**config.mk**
```make
export PLATFORM = sky130hd
export DESIGN_NAME = jk_excitation_gen
export DESIGN_NICKNAME = d
export VERILOG_FILES = /design/src/rtl/jk_pkg.sv /design/src/rtl/jk_ff_checker.sv /design/src/rtl/jk_excitation_gen.sv
export SDC_FILE = /design/constraint.sdc
export NUM_CORES = 1
export LEC_CHECK = 0
export BUFFER_PORTS_ARGS = -buffer_cell sky130_fd_sc_hd__clkbuf_2
export CAP_MARGIN = 20
export CELL_PAD_IN_SITES_DETAIL_PLACEMENT = 2
export CELL_PAD_IN_SITES_GLOBAL_PLACEMENT = 2
export CORE_AREA = 2 2 65 67
export DETAILED_ROUTE_END_ITERATION = 12
export DIE_AREA = 0 0 67 69
export HOLD_SLACK_MARGIN = 0.06
export PLACE_DENSITY = 0.77
export SYNTH_ARGS = -nofsm -noshare
export SYNTH_HDL_FRONTEND = slang
export SYNTH_SLANG_ARGS = --single-unit
```
**constraint.sdc**
```tcl
create_clock -name clk -period 2.5 [get_ports clk]
set_input_delay 0.375 -clock clk [delete_from_list [all_inputs] [get_ports clk]]
set_output_delay 0.375 -clock clk [all_outputs]
set_load 0.02 [all_outputs]
```
**src/rtl/jk_pkg.sv**
```systemverilog
// Shared types, mode constants and the J/K excitation rule for jk_excitation_gen.
package jk_pkg;

  typedef enum logic {
    IDLE  = 1'b0,
    SHIFT = 1'b1
  } state_t;

  localparam int MODE_SRRH   = 0;
  localparam int MODE_TOGGLE = 1;

  // Returns {j,k} that moves a jk_ff from q to b under the selected policy.
  function automatic logic [1:0] jk_excite(input logic b, input logic q, input int mode);
    logic [1:0] jk;
    jk = 2'b00;
    if (mode == MODE_TOGGLE) begin
      jk = (b != q) ? 2'b11 : 2'b00;
    end else begin
      if (b == q)  jk = 2'b00;
      else if (b)  jk = 2'b10;
      else         jk = 2'b01;
    end
    return jk;
  endfunction

endpackage

```
**src/rtl/jk_ff_checker.sv**
```systemverilog
// Two-stage expectation pipeline that lines each issued bit up with the q
// returned by the downstream jk_ff, flags mismatches and counts them.
module jk_ff_checker
  import jk_pkg::*;
#(
  parameter int ERR_W = 8
) (
  input  logic             clk,
  input  logic             rst,
  input  logic             issue,
  input  logic             exp_bit,
  input  logic             q_fb,
  output logic             err,
  output logic [ERR_W-1:0] err_cnt
);

  logic stage1_bit;
  logic stage1_vld;
  logic stage2_bit;
  logic stage2_vld;

  // Delay expectations by two edges, then compare with q_fb and count misses.
  always_ff @(posedge clk) begin
    if (!rst) begin
      stage1_bit <= 1'b0;
      stage1_vld <= 1'b0;
      stage2_bit <= 1'b0;
      stage2_vld <= 1'b0;
      err        <= 1'b0;
      err_cnt    <= '0;
    end else begin
      stage1_bit <= exp_bit;
      stage1_vld <= issue;
      stage2_bit <= stage1_bit;
      stage2_vld <= stage1_vld;
      if (stage2_vld && (q_fb != stage2_bit)) begin
        err <= 1'b1;
        if (err_cnt != '1) begin
          err_cnt <= err_cnt + ERR_W'(1);
        end
      end
    end
  end

endmodule

```
**src/rtl/jk_excitation_gen.sv**
```systemverilog
// Replays a WIDTH-bit target pattern LSB-first onto a jk_ff through registered
// J/K drive, and checks the flip-flop's q against an internal model.
module jk_excitation_gen
  import jk_pkg::*;
#(
  parameter int WIDTH = 8,
  parameter int MODE  = 0,
  parameter int ERR_W = 8
) (
  input  logic             clk,
  input  logic             rst,
  input  logic             in_valid,
  output logic             in_ready,
  input  logic [WIDTH-1:0] in_data,
  output logic             j,
  output logic             k,
  input  logic             q_fb,
  output logic             busy,
  output logic             done,
  output logic             err,
  output logic [ERR_W-1:0] err_cnt
);

  localparam int IDX_W = (WIDTH > 1) ? $clog2(WIDTH) : 1;

  state_t           state;
  logic [WIDTH-1:0] shreg;
  logic [IDX_W-1:0] idx;
  logic             model_q;
  logic             bit_cur;
  logic             last_bit;
  logic             pre_last;
  logic             issue;
  logic [1:0]       jk_next;

  // Current bit, position flags and the excitation it needs from model_q.
  always_comb begin
    bit_cur  = shreg[idx];
    last_bit = (idx == IDX_W'(WIDTH - 1));
    pre_last = (idx == IDX_W'(WIDTH - 2));
    issue    = (state == SHIFT);
    jk_next  = jk_excite(bit_cur, model_q, MODE);
  end

  // Sequencer: accept pattern, issue one bit per edge, stream the next word
  // on the last-bit edge; in_ready is registered one edge early so it is
  // already high during the last SHIFT cycle.
  always_ff @(posedge clk) begin
    if (!rst) begin
      state    <= IDLE;
      shreg    <= '0;
      idx      <= '0;
      model_q  <= 1'b0;
      j        <= 1'b0;
      k        <= 1'b0;
      in_ready <= 1'b0;
      busy     <= 1'b0;
      done     <= 1'b0;
    end else begin
      done <= 1'b0;
      case (state)
        IDLE: begin
          j        <= 1'b0;
          k        <= 1'b0;
          busy     <= 1'b0;
          in_ready <= 1'b1;
          if (in_valid && in_ready) begin
            shreg    <= in_data;
            idx      <= '0;
            state    <= SHIFT;
            busy     <= 1'b1;
            in_ready <= 1'b0;
          end
        end
        SHIFT: begin
          j        <= jk_next[1];
          k        <= jk_next[0];
          model_q  <= bit_cur;
          idx      <= idx + IDX_W'(1);
          in_ready <= pre_last;
          if (last_bit) begin
            done <= 1'b1;
            if (in_valid && in_ready) begin
              shreg    <= in_data;
              idx      <= '0;
              in_ready <= 1'b0;
            end else begin
              state    <= IDLE;
              idx      <= '0;
              busy     <= 1'b0;
              in_ready <= 1'b1;
            end
          end
        end
        default: begin
          state <= IDLE;
        end
      endcase
    end
  end

  jk_ff_checker #(
    .ERR_W(ERR_W)
  ) u_checker (
    .clk    (clk),
    .rst    (rst),
    .issue  (issue),
    .exp_bit(bit_cur),
    .q_fb   (q_fb),
    .err    (err),
    .err_cnt(err_cnt)
  );

endmodule

```
# Yosys cells after proc, flatten, opt, wreduce, memory -nomap -nowiden

Index checks and enable logic that the tools add are counted.

Logic and storage cells: 54
Register bits: 31
Input port bits: 12
Output and inout port bits: 14

$add $sub $neg: 2
Reductions and logical operators: 5
Bitwise logic cells: 1
Equality and inequality tests: 8
Muxes and demuxes: 22
Magnitude comparators: 1

Operators with widths:

| operator                                                                      | count |
|---|---|
| 8-bit two-way mux                                                             | 2 |
| 8-bit case mux with 2 select lines                                            | 1 |
| 1-bit case mux with 2 select lines                                            | 5 |
| 8-bit by 1-bit adder with 8-bit output (second input constant)                | 1 |
| 1-bit two-way mux                                                             | 8 |
| 8-bit != test (second input constant)                                         | 1 |
| 3-bit equality test (second input constant)                                   | 2 |
| 3-bit two-way mux                                                             | 2 |
| 3-bit case mux with 2 select lines                                            | 1 |
| 2-bit AND reduction                                                           | 3 |
| 3-bit by 4-bit less-than comparator with 1-bit output (second input constant) | 1 |
| 2-bit two-way mux                                                             | 2 |
| 2-bit != test (second input constant)                                         | 2 |
| 3-bit by 1-bit adder with 3-bit output (second input constant)                | 1 |
| 1-bit binary-select mux with 3-bit select                                     | 1 |
| 1-bit logical AND                                                             | 2 |
| 2-bit by 1-bit != test with 1-bit output (second input constant)              | 1 |
| 1-bit equality test                                                           | 1 |
| 1-bit != test                                                                 | 1 |
| 1-bit NOT                                                                     | 1 |

# Depth between registers and ports, before layout

Word-level depth: 5
Gate-level depth with buffers: 7
Gate-level depth less buffers: 6

# By module

From an unflattened synthesis, not the netlist that was laid out.

Cell total of the unflattened synthesis: 138
Area total of the unflattened synthesis: 1,337.5 sq um

By module, submodules not included:

| module            | area an instance (sq um) | sequential area each (sq um) | cells an instance | times used |
|---|---|---|---|---|
| jk_excitation_gen | 789.5                    | 360.3                        | 84                | 1 |
| jk_ff_checker     | 548.0                    | 260.2                        | 54                | 1 |

# Least setup slack after synthesis

OpenSTA, ideal clock, no wires.

Kind: flip-flop to flip-flop
Start: reg u_checker.err_cnt[0]
End: reg u_checker.err_cnt[0]
Setup time: 0.128 ns
Stages on the path, launching flop included: 6
Path buffers: 0
Clock period less this slack: 1.552 ns
Required time: 2.372 ns
Data arrival time: 1.425 ns
Slack: 0.948 ns
Cells stage by stage: dfxtp_1 -> ha_1 -> nand2_1 -> o311ai_1 -> xor2_1 -> nor2_1

Word-level cells in the longest chain between the ends: 2
Elaborated cells between the ends (all ways): 3
Classes of those cells: add/sub: 1; eq/ne: 1; reduce/logical: 1

RTL lines:

| element                                                                        | line                | text |
|---|---|---|
| start, declared                                                                | jk_ff_checker.sv:14 | `output logic [ERR_W-1:0] err_cnt` |
| start signal, assigned                                                         | jk_ff_checker.sv:39 | `err_cnt <= err_cnt + ERR_W'(1);` |
| branches (longest 2 deep; another with 8-bit by 1-bit adder with 8-bit output) | -                   |  |

Parallel ways; which one is timed is not known.
A chain may end at the register's enable or synchronous reset.

# Worst setup path after layout

Start: reg idx[0]
End: reg shreg[1]

Word-level cells in the longest chain between the ends: 2

RTL lines:

| element                                            | line                    | text |
|---|---|---|
| start, declared                                    | jk_excitation_gen.sv:28 | `logic [IDX_W-1:0] idx;` |
| start signal, assigned                             | jk_excitation_gen.sv:79 | `idx <= idx + IDX_W'(1);` |
| 3-bit equality test                                | jk_excitation_gen.sv:39 | `last_bit = (idx == IDX_W'(WIDTH - 1));` |
| named net last_bit                                 | jk_excitation_gen.sv:31 | `logic last_bit;` |
| 2-bit by 1-bit != test with 1-bit output (no line) | -                       |  |
| end signal, assigned                               | jk_excitation_gen.sv:68 | `shreg <= in_data;` |
| end signal, assigned                               | jk_excitation_gen.sv:84 | `shreg <= in_data;` |
| end, declared                                      | jk_excitation_gen.sv:27 | `logic [WIDTH-1:0] shreg;` |

The timed path passes the listed nets, and every way through them passes these cells.

==> impl_metrics.tcl <==
set metrics [dict create \
    ys_warn_count 0 \
    io_buffers 25 \
    post_cts_buffers 0 \
    crit_chain "ha_1, ha_1, nor2b_1, nor2_1, nand2_1, a21oi_1" \
    slew_headroom_pct 58.6 \
    drt_iter0_markers 41 \
    netlist_area_um2 1280 \
    max_freq_mhz 503 \
    fin_crit_ns 1.99 \
    drt-total-wl_um 3300 \
    crit_type "reg2reg" \
    clock_latency_ns 0.28 \
    die_w_um 67 \
    tightest_slew_ns 0.620 \
    place_hpwl_um 2470 \
    avgRoutedWirePerCell_um 14.9 \
    p_total_mw 1.03 \
    layout.nets 187 \
    drtPass1Iterations 4 \
    p_per_area_nw_per_um2 663 \
    min_from "in_data[5]" \
    grt_setup_unrepaired "no" \
    setup_viol 0 \
    hold_class "in2reg" \
    layout-drive-gt1-share_pct 22.1 \
    die_h_um 69 \
    synthCells 144 \
    viasPerCell 5.17 \
    setup_tns_ns 0 \
    dieArea_um2 4620 \
    min_period_over_period_pct 79.5 \
    cts.sinks 31 \
    antenna_found_initial 0 \
    startpoint_type "flop" \
    cp-end-kind "flop" \
    grt_pass1_wl_um 5720 \
    cts_repair_resize_count 0 \
    critPathRequiredTime_ns 2.67 \
    ys_types 35 \
    grt_pass1_vias 1216 \
    ios 26 \
    vdd_ir_drop_max_mv 0.274 \
    vias 1148 \
    cap_violations 0 \
    cpMaxStageDelayCell "nor2b_1" \
    grt_max_degree 16 \
    r2r_setup_slack_ns 0.51 \
    holdBufCountCts 0 \
    final_common_cell "dfxtp_1" \
    start_util_pct 32.8 \
    p_leak_nw 0.611 \
    cts_max_level 2 \
    grt_overflow 0 \
    rr_worst_depth 6 \
    drc 0 \
    reg2reg_from "idx[0]" \
    final_cell_mix "31 x dfxtp_1, 25 x clkbuf_2, 18 x nand2_1" \
    synth_nets 160 \
    hold_viol 0 \
    fillerInstances 467 \
    r2r-end "shreg[1]" \
    diodes 0 \
    grtUsageTotal_pct 16.6 \
    rows 23 \
    path_common_cell "ha_1" \
    synth_area_per_cell_um2 8.91 \
    status "finished, final reports clean" \
    ant_nets 0 \
    cp_max_fo 10 \
    slowest_delay_ns 0.51 \
    worstPathArrival_ns 2.16 \
    cts-root-buf "clkbuf_8" \
    ys_seq_area_share_pct 48.3 \
    min_path_cells 3 \
    cts_buffers 5 \
    fin_worst_skew_ns 0.00356 \
    globalplace.congestion 0.743 \
    syn_to_final_growth_pct 21.5 \
    clk_pin_slew_ns 0.07 \
    drv_slew 0 \
    coreArea_um2 3910 \
    cts_buffer_depth 2 \
    cts_tree "done" \
    synth-seq-cells 31 \
    hold-path-endpoint "shreg[5]" \
]
-- how the worst max path moves through the flow --
stage | start | to | slack, ns | depth (start not counted)
global placement | idx[0] | shreg[6] | 0.72 | 6
detailed placement | idx[0] | shreg[0] | 0.51 | 6
floorplan | u_checker.err_cnt[0] | u_checker.err_cnt[0] | 0.95 | 5
finish | idx[0] | shreg[1] | 0.51 | 6
global route | idx[0] | shreg[0] | 0.23 | 6
CTS | idx[0] | shreg[1] | 0.48 | 6
-- cell families (layout without fill, tap and decap cells) --
group	after synthesis	count (layout)	synth area share, %
buffers and inverters	11	39	3.22
AOI/OAI and AO/OA	38	38	17.3
and+or+nand+nor	53	53	21.3
adders and majority gates	4	4	3.90
xor gates and xnor gates	2	2	1.95
muxes	5	5	4.00
DFF	31	31	48.3
-- critical path, delay by kind of cell, from the launching register on --
kind,cells,cell delay (ns)
and+or+nand+nor,3,0.92
adders and majority gates,2,0.46
AOI/OAI and AO/OA,1,0.07
DFF,1,0.41
-- per-layer routing --
layer / share of wire (%) / vias up / GRT usage, %
li1: - / 562 / -
met1: 42 / 563 / 19.0
met2: 53 / 19 / 27.6
met3: 4.5 / 4 / 5.87
met4: 1.0 / 0 / 6.12
met5: 0 / - / 0
-- flip-flops by register name (all words and copies together), names as in the netlist --
name,cells
shreg,8
u_checker.err_cnt,8
idx,3
busy,1
done,1
in_ready,1
issue,1
j,1
k,1
model_q,1
u_checker.err,1
u_checker.stage1_bit,1
u_checker.stage1_vld,1
u_checker.stage2_bit,1
u_checker.stage2_vld,1
-- cell usage after synthesis --
cell / count / area [µm²]
dfxtp_1: 31 / 621
nand2_1: 18 / 67.6
a21oi_1: 16 / 80.1
o21ai_0: 13 / 65.1
nor2_1: 8 / 30.0
clkbuf_1: 6 / 22.5
nand3_1: 5 / 25.0
and2_1: 4 / 25.0
ha_1: 4 / 50.1
inv_1: 4 / 15.0
mux2i_1: 4 / 40.0
and3_1: 3 / 18.8
nand3b_1: 3 / 22.5
nand4_1: 3 / 18.8
nor3_1: 2 / 10.0
a211oi_1: 1 / 7.51
a21boi_0: 1 / 7.51
a41oi_1: 1 / 8.76
clkinv_1: 1 / 3.75
mux2_2: 1 / 11.3
nand2b_1: 1 / 6.26
nand4_2: 1 / 12.5
nor2b_1: 1 / 6.26
nor3b_1: 1 / 7.51
nor4_1: 1 / 6.26
nor4bb_1: 1 / 10.0
o21a_1: 1 / 7.51
o221a_2: 1 / 11.3
o22a_1: 1 / 8.76
o311ai_1: 1 / 8.76
o31a_1: 1 / 8.76
o31ai_1: 1 / 7.51
or4_1: 1 / 7.51
xor2_1: 1 / 8.76
xor2_2: 1 / 16.3
-- where the power goes --
| group | internal (mW) | switching [mW] | total, mW |
|---|---|---|---|
| clock | 0.250 | 0.189 | 0.439 |
| combinational | 0.0282 | 0.0422 | 0.0704 |
| sequential | 0.510 | 0.0141 | 0.524 |
-- through the flow --
step | instances | setup WS, ns | util (%) | hold slack, ns | area (µm²)
detailed placement | 214 | 0.506 | 37.2 | 0.423 | 1460
finish | 222 | 0.513 | 39.9 | 0.314 | 1560
global placement | 214 | 0.723 | 37.2 | 0.414 | 1460
floorplan | 144 | 0.948 | - | 0.407 | 1280
global route | 222 | 0.234 | 39.9 | 0.307 | 1560
CTS | 222 | 0.479 | 39.9 | 0.306 | 1560
-- layout make-up --
| class | count | area, µm² | share of cell area [%] |
|---|---|---|---|
| clock buffer | 7 | 96.3 | 6.17 |
| clock inverter | 1 | 7.51 | 0.481 |
| inverter | 5 | 18.8 | 1.20 |
| timing repair buffer | 26 | 133 | 8.50 |
| sequential | 31 | 621 | 39.8 |
| tap | 50 | 62.6 | 4.01 |
| multi-input combinational | 102 | 622 | 39.9 |
Power figures use the tool's default switching activity.
